`src/rtl/hex_display_scan_ctrl.sv`:
```
// Time-multiplexes one external 7-segment decoder over NDIG digits, MSB first,
// with optional leading-zero blanking; hex_bus updates only when all digits are ready.
module hex_display_scan_ctrl #(
  parameter int NDIG    = 4,
  parameter int DEC_LAT = 1
) (
  input  logic                Clock,
  input  logic                Resetn,
  input  logic [4*NDIG-1:0]   value,
  input  logic                load,
  input  logic                blank_lz,
  output logic                ready,
  output logic                done,
  output logic [3:0]          dec_bin,
  input  logic [6:0]          dec_seg,
  output logic [7*NDIG-1:0]   hex_bus
);

  localparam int IW = (NDIG > 1) ? $clog2(NDIG) : 1;
  localparam int CW = $clog2(DEC_LAT + 1);

  typedef enum logic [1:0] {S_IDLE, S_ISSUE, S_WAIT, S_DONE} state_t;

  state_t              state_q;
  logic [4*NDIG-1:0]   shadow_q;
  logic                lzb_q;
  logic                lz_active_q;
  logic [IW-1:0]       idx_q;
  logic [CW-1:0]       cnt_q;
  logic [7*NDIG-1:0]   work_q;
  logic [7*NDIG-1:0]   hex_bus_q;
  logic [3:0]          dec_bin_q;
  logic                ready_q;
  logic                done_q;

  logic [3:0]          cur_nib;
  logic                blank_digit;
  logic [7*NDIG-1:0]   work_d;

  // work_d already holds the digit captured this edge, so the commit to
  // hex_bus on the digit-0 edge includes it.
  always_comb begin
    cur_nib     = shadow_q[4*idx_q +: 4];
    blank_digit = lzb_q && lz_active_q && (cur_nib == 4'h0) && (idx_q != '0);
    work_d      = work_q;
    work_d[7*idx_q +: 7] = blank_digit ? 7'h7F : dec_seg;
  end

  always_ff @(posedge Clock or negedge Resetn) begin
    if (!Resetn) begin
      state_q     <= S_IDLE;
      shadow_q    <= '0;
      lzb_q       <= 1'b0;
      lz_active_q <= 1'b0;
      idx_q       <= '0;
      cnt_q       <= '0;
      work_q      <= '1;
      hex_bus_q   <= '1;
      dec_bin_q   <= 4'h0;
      ready_q     <= 1'b1;
      done_q      <= 1'b0;
    end else begin
      done_q <= 1'b0;
      case (state_q)
        S_IDLE: begin
          if (load) begin
            shadow_q    <= value;
            lzb_q       <= blank_lz;
            lz_active_q <= 1'b1;
            idx_q       <= IW'(NDIG - 1);
            ready_q     <= 1'b0;
            state_q     <= S_ISSUE;
          end
        end
        S_ISSUE: begin
          dec_bin_q <= cur_nib;
          cnt_q     <= CW'(DEC_LAT);
          state_q   <= S_WAIT;
        end
        S_WAIT: begin
          cnt_q <= cnt_q - CW'(1);
          if (cnt_q == CW'(1)) begin
            work_q <= work_d;
            if (!blank_digit) lz_active_q <= 1'b0;
            if (idx_q == '0) begin
              hex_bus_q <= work_d;
              done_q    <= 1'b1;
              state_q   <= S_DONE;
            end else begin
              idx_q   <= idx_q - IW'(1);
              state_q <= S_ISSUE;
            end
          end
        end
        S_DONE: begin
          ready_q <= 1'b1;
          state_q <= S_IDLE;
        end
        default: state_q <= S_IDLE;
      endcase
    end
  end

  assign ready   = ready_q;
  assign done    = done_q;
  assign dec_bin = dec_bin_q;
  assign hex_bus = hex_bus_q;

endmodule

```
`config.mk`:
```
export PLATFORM = sky130hd
export DESIGN_NAME = hex_display_scan_ctrl
export DESIGN_NICKNAME = d
export VERILOG_FILES = /design/src/rtl/hex_display_scan_ctrl.sv
export SDC_FILE = /design/constraint.sdc
export NUM_CORES = 1
export LEC_CHECK = 0
export BUFFER_PORTS_ARGS = -buffer_cell sky130_fd_sc_hd__buf_2
export CORE_ASPECT_RATIO = 1.2
export CORE_MARGIN = 1.5
export CORE_UTILIZATION = 50
export DETAILED_ROUTE_END_ITERATION = 8
export PLACE_DENSITY = 0.73
export SYNTH_ARGS = -nofsm -noshare
export SYNTH_HDL_FRONTEND = slang
export SYNTH_SLANG_ARGS = --single-unit
```
`constraint.sdc`:
```
create_clock -name Clock -period 5 [get_ports Clock]
set_clock_uncertainty 0.2 [all_clocks]
set_input_delay 0.75 -clock Clock [delete_from_list [all_inputs] [get_ports Clock]]
set_output_delay 0.75 -clock Clock [all_outputs]
set_load 0.03 [all_outputs]
```
## After elaboration in Yosys (flattened, before gate mapping)

Cells that the tools add are included.

| cells by class | value |
|---|---|
| add/sub/neg operators | 3 |
| multipliers | 1 |
| equality and inequality tests | 7 |
| shifts and indexed selects | 3 |
| muxes and demuxes | 20 |
| reductions and logical operators | 17 |

Operator list:

| kind | number |
|---|---|
| negation 5 -> 34 bit | 1 |
| variable shift 7 x 34 -> 28 bit, first input constant | 1 |
| indexed part select 7 x 34 -> 28 bit | 1 |
| bitwise mux 28 bit | 1 |
| indexed part select 16 x 5 -> 4 bit | 1 |
| two-way mux 2 bit | 6 |
| inequality test 2 bit, second input constant | 4 |
| one-hot mux 2 bit (4 select lines) | 1 |
| AND reduction 2 bit | 4 |
| AND reduction 4 bit | 2 |
| nonzero test 2 bit | 4 |
| two-way mux 1 bit | 7 |
| two-way mux 7 bit | 1 |
| one-hot mux 1 bit (2 select lines) | 3 |
| multiplier 3 x 2 -> 5 bit, first input constant | 1 |
| equality test 2 bit, second input constant | 2 |
| logical NOT 2 bit | 2 |
| logical NOT 4 bit | 1 |
| one-hot mux 2 bit (2 select lines) | 1 |
| logical AND 1 bit | 3 |
| AND reduction 3 bit | 1 |
| equality test 2 x 1 -> 1 bit, second input constant | 1 |
| subtractor 2 x 1 -> 2 bit, second input constant | 1 |
| subtractor 1 bit, second input constant | 1 |

| storage, ports and cells | value |
|---|---|
| flip-flop bits (word level) | 85 |
| output and inout bits | 34 |
| logic and storage cells | 62 |

## Logic depth before layout (Yosys ltp)

| logic depth | value |
|---|---|
| depth after elaboration | 7 |
| gate-level depth with buffers | 8 |

## Worst setup path before layout

Ideal clock, no wire load.

| timing | value |
|---|---|
| path type | flip-flop to flip-flop |
| from | register idx_q[0] |
| to | register work_q[10] |
| data arrival time | 2.025 ns |
| slack | 2.712 ns |
| stages on the path, launching flop included | 8 |
| clock period less this slack | 2.288 ns |
| path through | dfrtp_1 buf_6 inv_1 ha_1 nand2b_1 nor3_1 nor3b_4 a221o_1 |

| on the way | value |
|---|---|
| longest elaborated chain between the ends | 7 |
| elaborated cells between the ends (all ways) | 11 |
| those cells by class | 1 x add/sub; 1 x mul; 3 x shift; 2 x mux; 4 x reduce/logical |

RTL lines:

| element | line | text |
|---|---|---|
| start: declaration | 28 | `logic [IW-1:0] idx_q;` |
| start signal: assignment | 70 | `idx_q <= IW'(NDIG - 1);` |
| start signal: assignment | 90 | `idx_q <= idx_q - IW'(1);` |
| branches (longest 6 deep; another with negation 5 -> 34 bit) | -- |  |
| bitwise mux 28 bit * | 46 | `work_d[7*idx_q +: 7] = blank_digit ? 7'h7F : dec_seg;` |
| end signal: assignment | 83 | `work_q <= work_d;` |
| end: declaration | 30 | `logic [7*NDIG-1:0] work_q;` |

Every way passes the cells marked *.
A chain may end at the register's enable or synchronous reset.

## Final worst setup path

| timing | value |
|---|---|
| from | register idx_q[0] |
| to | register work_q[20] |

Same word-level chain as after synthesis.

==> flow_summary.yaml <==
setup_path:
  cp-end-kind: "flip-flop"
  worstReg2RegEnd: "work_q[20]"
  crit_chain: "inv_1 > ha_1 > nand3_1 > nor4_2 > nor3b_4 > a221o_1"
  crit_slowest_cell: "nor4_2"
  cp_data_required_time_ps: 5090
  slowest_delay_ps: 650
  cp_max_fo: 13
  critPathKind: "flip-flop to flip-flop"
  r2r_cells: 6
  cp.arrival_ps: 2980
  worstReg2RegStart: "idx_q[0]"
  reg2reg_slack_ps: 2120
  setup.worst_path.start_class: "flip-flop"
timing:
  fmax_mhz: 346.7
  maxSlewViolCount: 0
  setup_viol: 0
  fin_tns_setup_ps: 0
  fin_crit_sh_pct: 57.69
  slew_headroom_pct: 37.04
  max_slew.worst_pin.slew_ps: 944.4
  rsz0062_at_grt: "no"
  fin_hold_ws_ps: 276.6
  hold_violations: 0
  final.min_clock_period_ps: 2885
floorplan:
  fp.coreArea_sq_mm: 0.006486
  fp.dieH_um: 93.36
  io_pins: 61
  die_w_um: 78.30
  start_util_pct: 52.45
  rows: 32
  die_area_sq_mm: 0.007310
placed_design:
  place_congestion: 0.8413
  numPortBuffers: 60
  hpwl_mm: 4.779
  place_area_sq_mm: 0.003772
power_and_ir_drop:
  peakVddDrop_mv: 0.3897
  p_leak_uw: 0.001808
  powerDensity_mw_per_mm2: 704.4
clock_tree:
  root_buffer: "clkbuf_8"
  postCtsHoldBufs: 0
  postCtsSetupRepairBufs: 0
  cts_max_path_buffers: 2
  worstSkewPairLatency_ps: 350
  cts_tree: "yes"
  h-tree-depth: 3
  clock-sinks: 78
  cts_buffers: 9
  clk_pin_slew_ps: 80
  cts_resized: 0
drt:
  via_count: 2247
  wl_met1_mm: 2.881
  met2_wirelength_mm: 3.192
  wl_met3_um: 271
  top_layer: "met4"
  wl_per_cell_um: 15.88
  vias_per_cell: 5.428
  drt_iter0_markers: 129
  ant_nets: 0
  dr.pass1.iters: 4
  drcViolationCount: 0
  drt-total-wl_mm: 6.575
synthesis:
  synth_seq_cells: 78
  syn_nets: 297
  ys_types: 32
  postSynthCellCount: 262
  yosys_warnings: 0
  synth.avg_cell_area_sq_um: 12.98
  netlist_area_sq_mm: 0.003402
  synth-seq-area-share_pct: 59.21
global_route:
  antenna_found_initial: 0
  first_global_vias: 2300
  grt-ovfl-total: 0
  grt_start_max_net_pins: 52
  gr-usage-all-layers_pct: 20.51
  grt_first_pass_wirelength_mm: 11.14
worst_hold_path:
  hold_class: "flip-flop to flip-flop"
  hold_end: "hex_bus[24]"
  whs_path_depth: 2
  min_from: "hex_bus[24]"
layout:
  mostFrequentLayoutCells: "60 x buf_2, 50 x dfstp_2, 28 x dfrtp_1, 25 x nand2_1, 24 x o21ai_0"
  final_area_sq_mm: 0.004014
  layout_commonest_cell: "buf_2"
  syn_to_final_growth_pct: 17.98
  nets: 359
  diodes: 0
  drive_gt1_share_pct: 48.02
flow_run:
  cap_violations: 0
outcome:
  run_status: "completed"
power breakdown:
part	total [uW]	leakage (uW)	switching [uW]	internal, uW
combinational	1050	0.000833	585	467
sequential	1230	0.000851	187	1040
clock	549	0.000124	225	324
total	2830	0.00181	998	1830
layout make-up:
| class | instances | area, sq um |
|---|---|---|
| fillers | 537 | 2472 |
| flip-flops and latches | 78 | 2014 |
| multi-input cells | 166 | 1310 |
| repair buffers | 62 | 315.3 |
| clock buffers | 11 | 162.7 |
| well taps | 85 | 106.4 |
| clock inverters | 5 | 78.83 |
| inverters | 7 | 26.28 |
metrics by stage:
step                instances  power [uW]  worst slack, ps  util, %
floorplan                 262        2023             2712        -
global placement          398        2260             2136    58.16
detailed placement        398        2303             2098    58.16
CTS                       414        2859             2084    61.88
global route              414        3004             1750    61.88
finish                    414        2827             2115    61.88
registers in the layout, summed over array words and instances, names as in the netlist:
| name | flops |
|---|---|
| work_q | 21 |
| dec_bin | 4 |
| state_q | 2 |
| ready | 1 |
| idx_q | 2 |
| done | 1 |
| hex_bus | 28 |
| lzb_q | 1 |
| cnt_q | 1 |
| lz_active_q | 1 |
| shadow_q | 16 |
cell families (layout without fill, tap and decap cells):
logic type                 Yosys count  after routing  share of synthesized area, %
AOI/OAI and AO/OA                   60             60                         13.06
adders and majority gates            8              8                         2.942
buffers and inverters               18             85                         2.280
DFF                                 78             78                         59.21
muxes                               26             26                         10.00
and+or+nand+nor                     72             72                         12.50
synthesized netlist by cell type:
cell type   n  area [sq um]
dfstp_2    50          1314
dfrtp_1    28         700.7
nand2_1    25         93.84
o21ai_0    24         120.1
nand2b_1   23         143.9
a221o_1    21         210.2
mux2_2     21         236.5
ha_1        8         100.1
nor2_1      8         30.03
a22o_1      7         61.31
clkbuf_1    7         26.28
inv_1       7         26.28
nand3_1     5         25.02
a21oi_1     4         20.02
mux4_2      3         67.56
nor3_1      3         15.01
buf_2       2         10.01
nor3b_4     2         37.54
buf_1       1         3.750
buf_6       1         11.26
mux2i_1     1         10.01
mux4_1      1         26.28
nand4bb_4   1         27.53
nor2b_1     1         6.260
nor3_4      1         16.27
nor4_2      1         12.51
o211ai_1    1         7.510
o21a_1      1         7.510
o31ai_1     1         7.510
o32a_1      1         10.01
or3_1       1         6.260
or3_4       1         11.26
worst max-delay path: cells and delay by family, from the launching register on:
family / cells / cell delay, ps
and+or+nand+nor: 3 / 1410
buffers and inverters: 1 / 170
adders and majority gates: 1 / 300
AOI/OAI and AO/OA: 1 / 170
DFF: 1 / 580
worst max-delay path by stage:
| stage | endpoint | from | slack (ps) | cells past startpoint |
|---|---|---|---|---|
| 2_1_floorplan | work_q[10] | idx_q[0] | 2710 | 7 |
| 3_3_place_gp | work_q[18] | idx_q[0] | 2140 | 6 |
| 3_5_place_dp | work_q[17] | idx_q[0] | 2100 | 6 |
| 4_1_cts | work_q[20] | idx_q[0] | 2080 | 6 |
| 5_1_grt | work_q[15] | idx_q[0] | 1750 | 6 |
| 6_report | work_q[20] | idx_q[0] | 2120 | 6 |
per-layer routing:
metal | vias to the layer above | global-route usage, %
li1 | 1075 | -
met1 | 1085 | 24.74
met2 | 68 | 33.91
met3 | 19 | 3.902
met4 | 0 | 12.65
met5 | - | 0
Power figures use the tool's default switching activity.
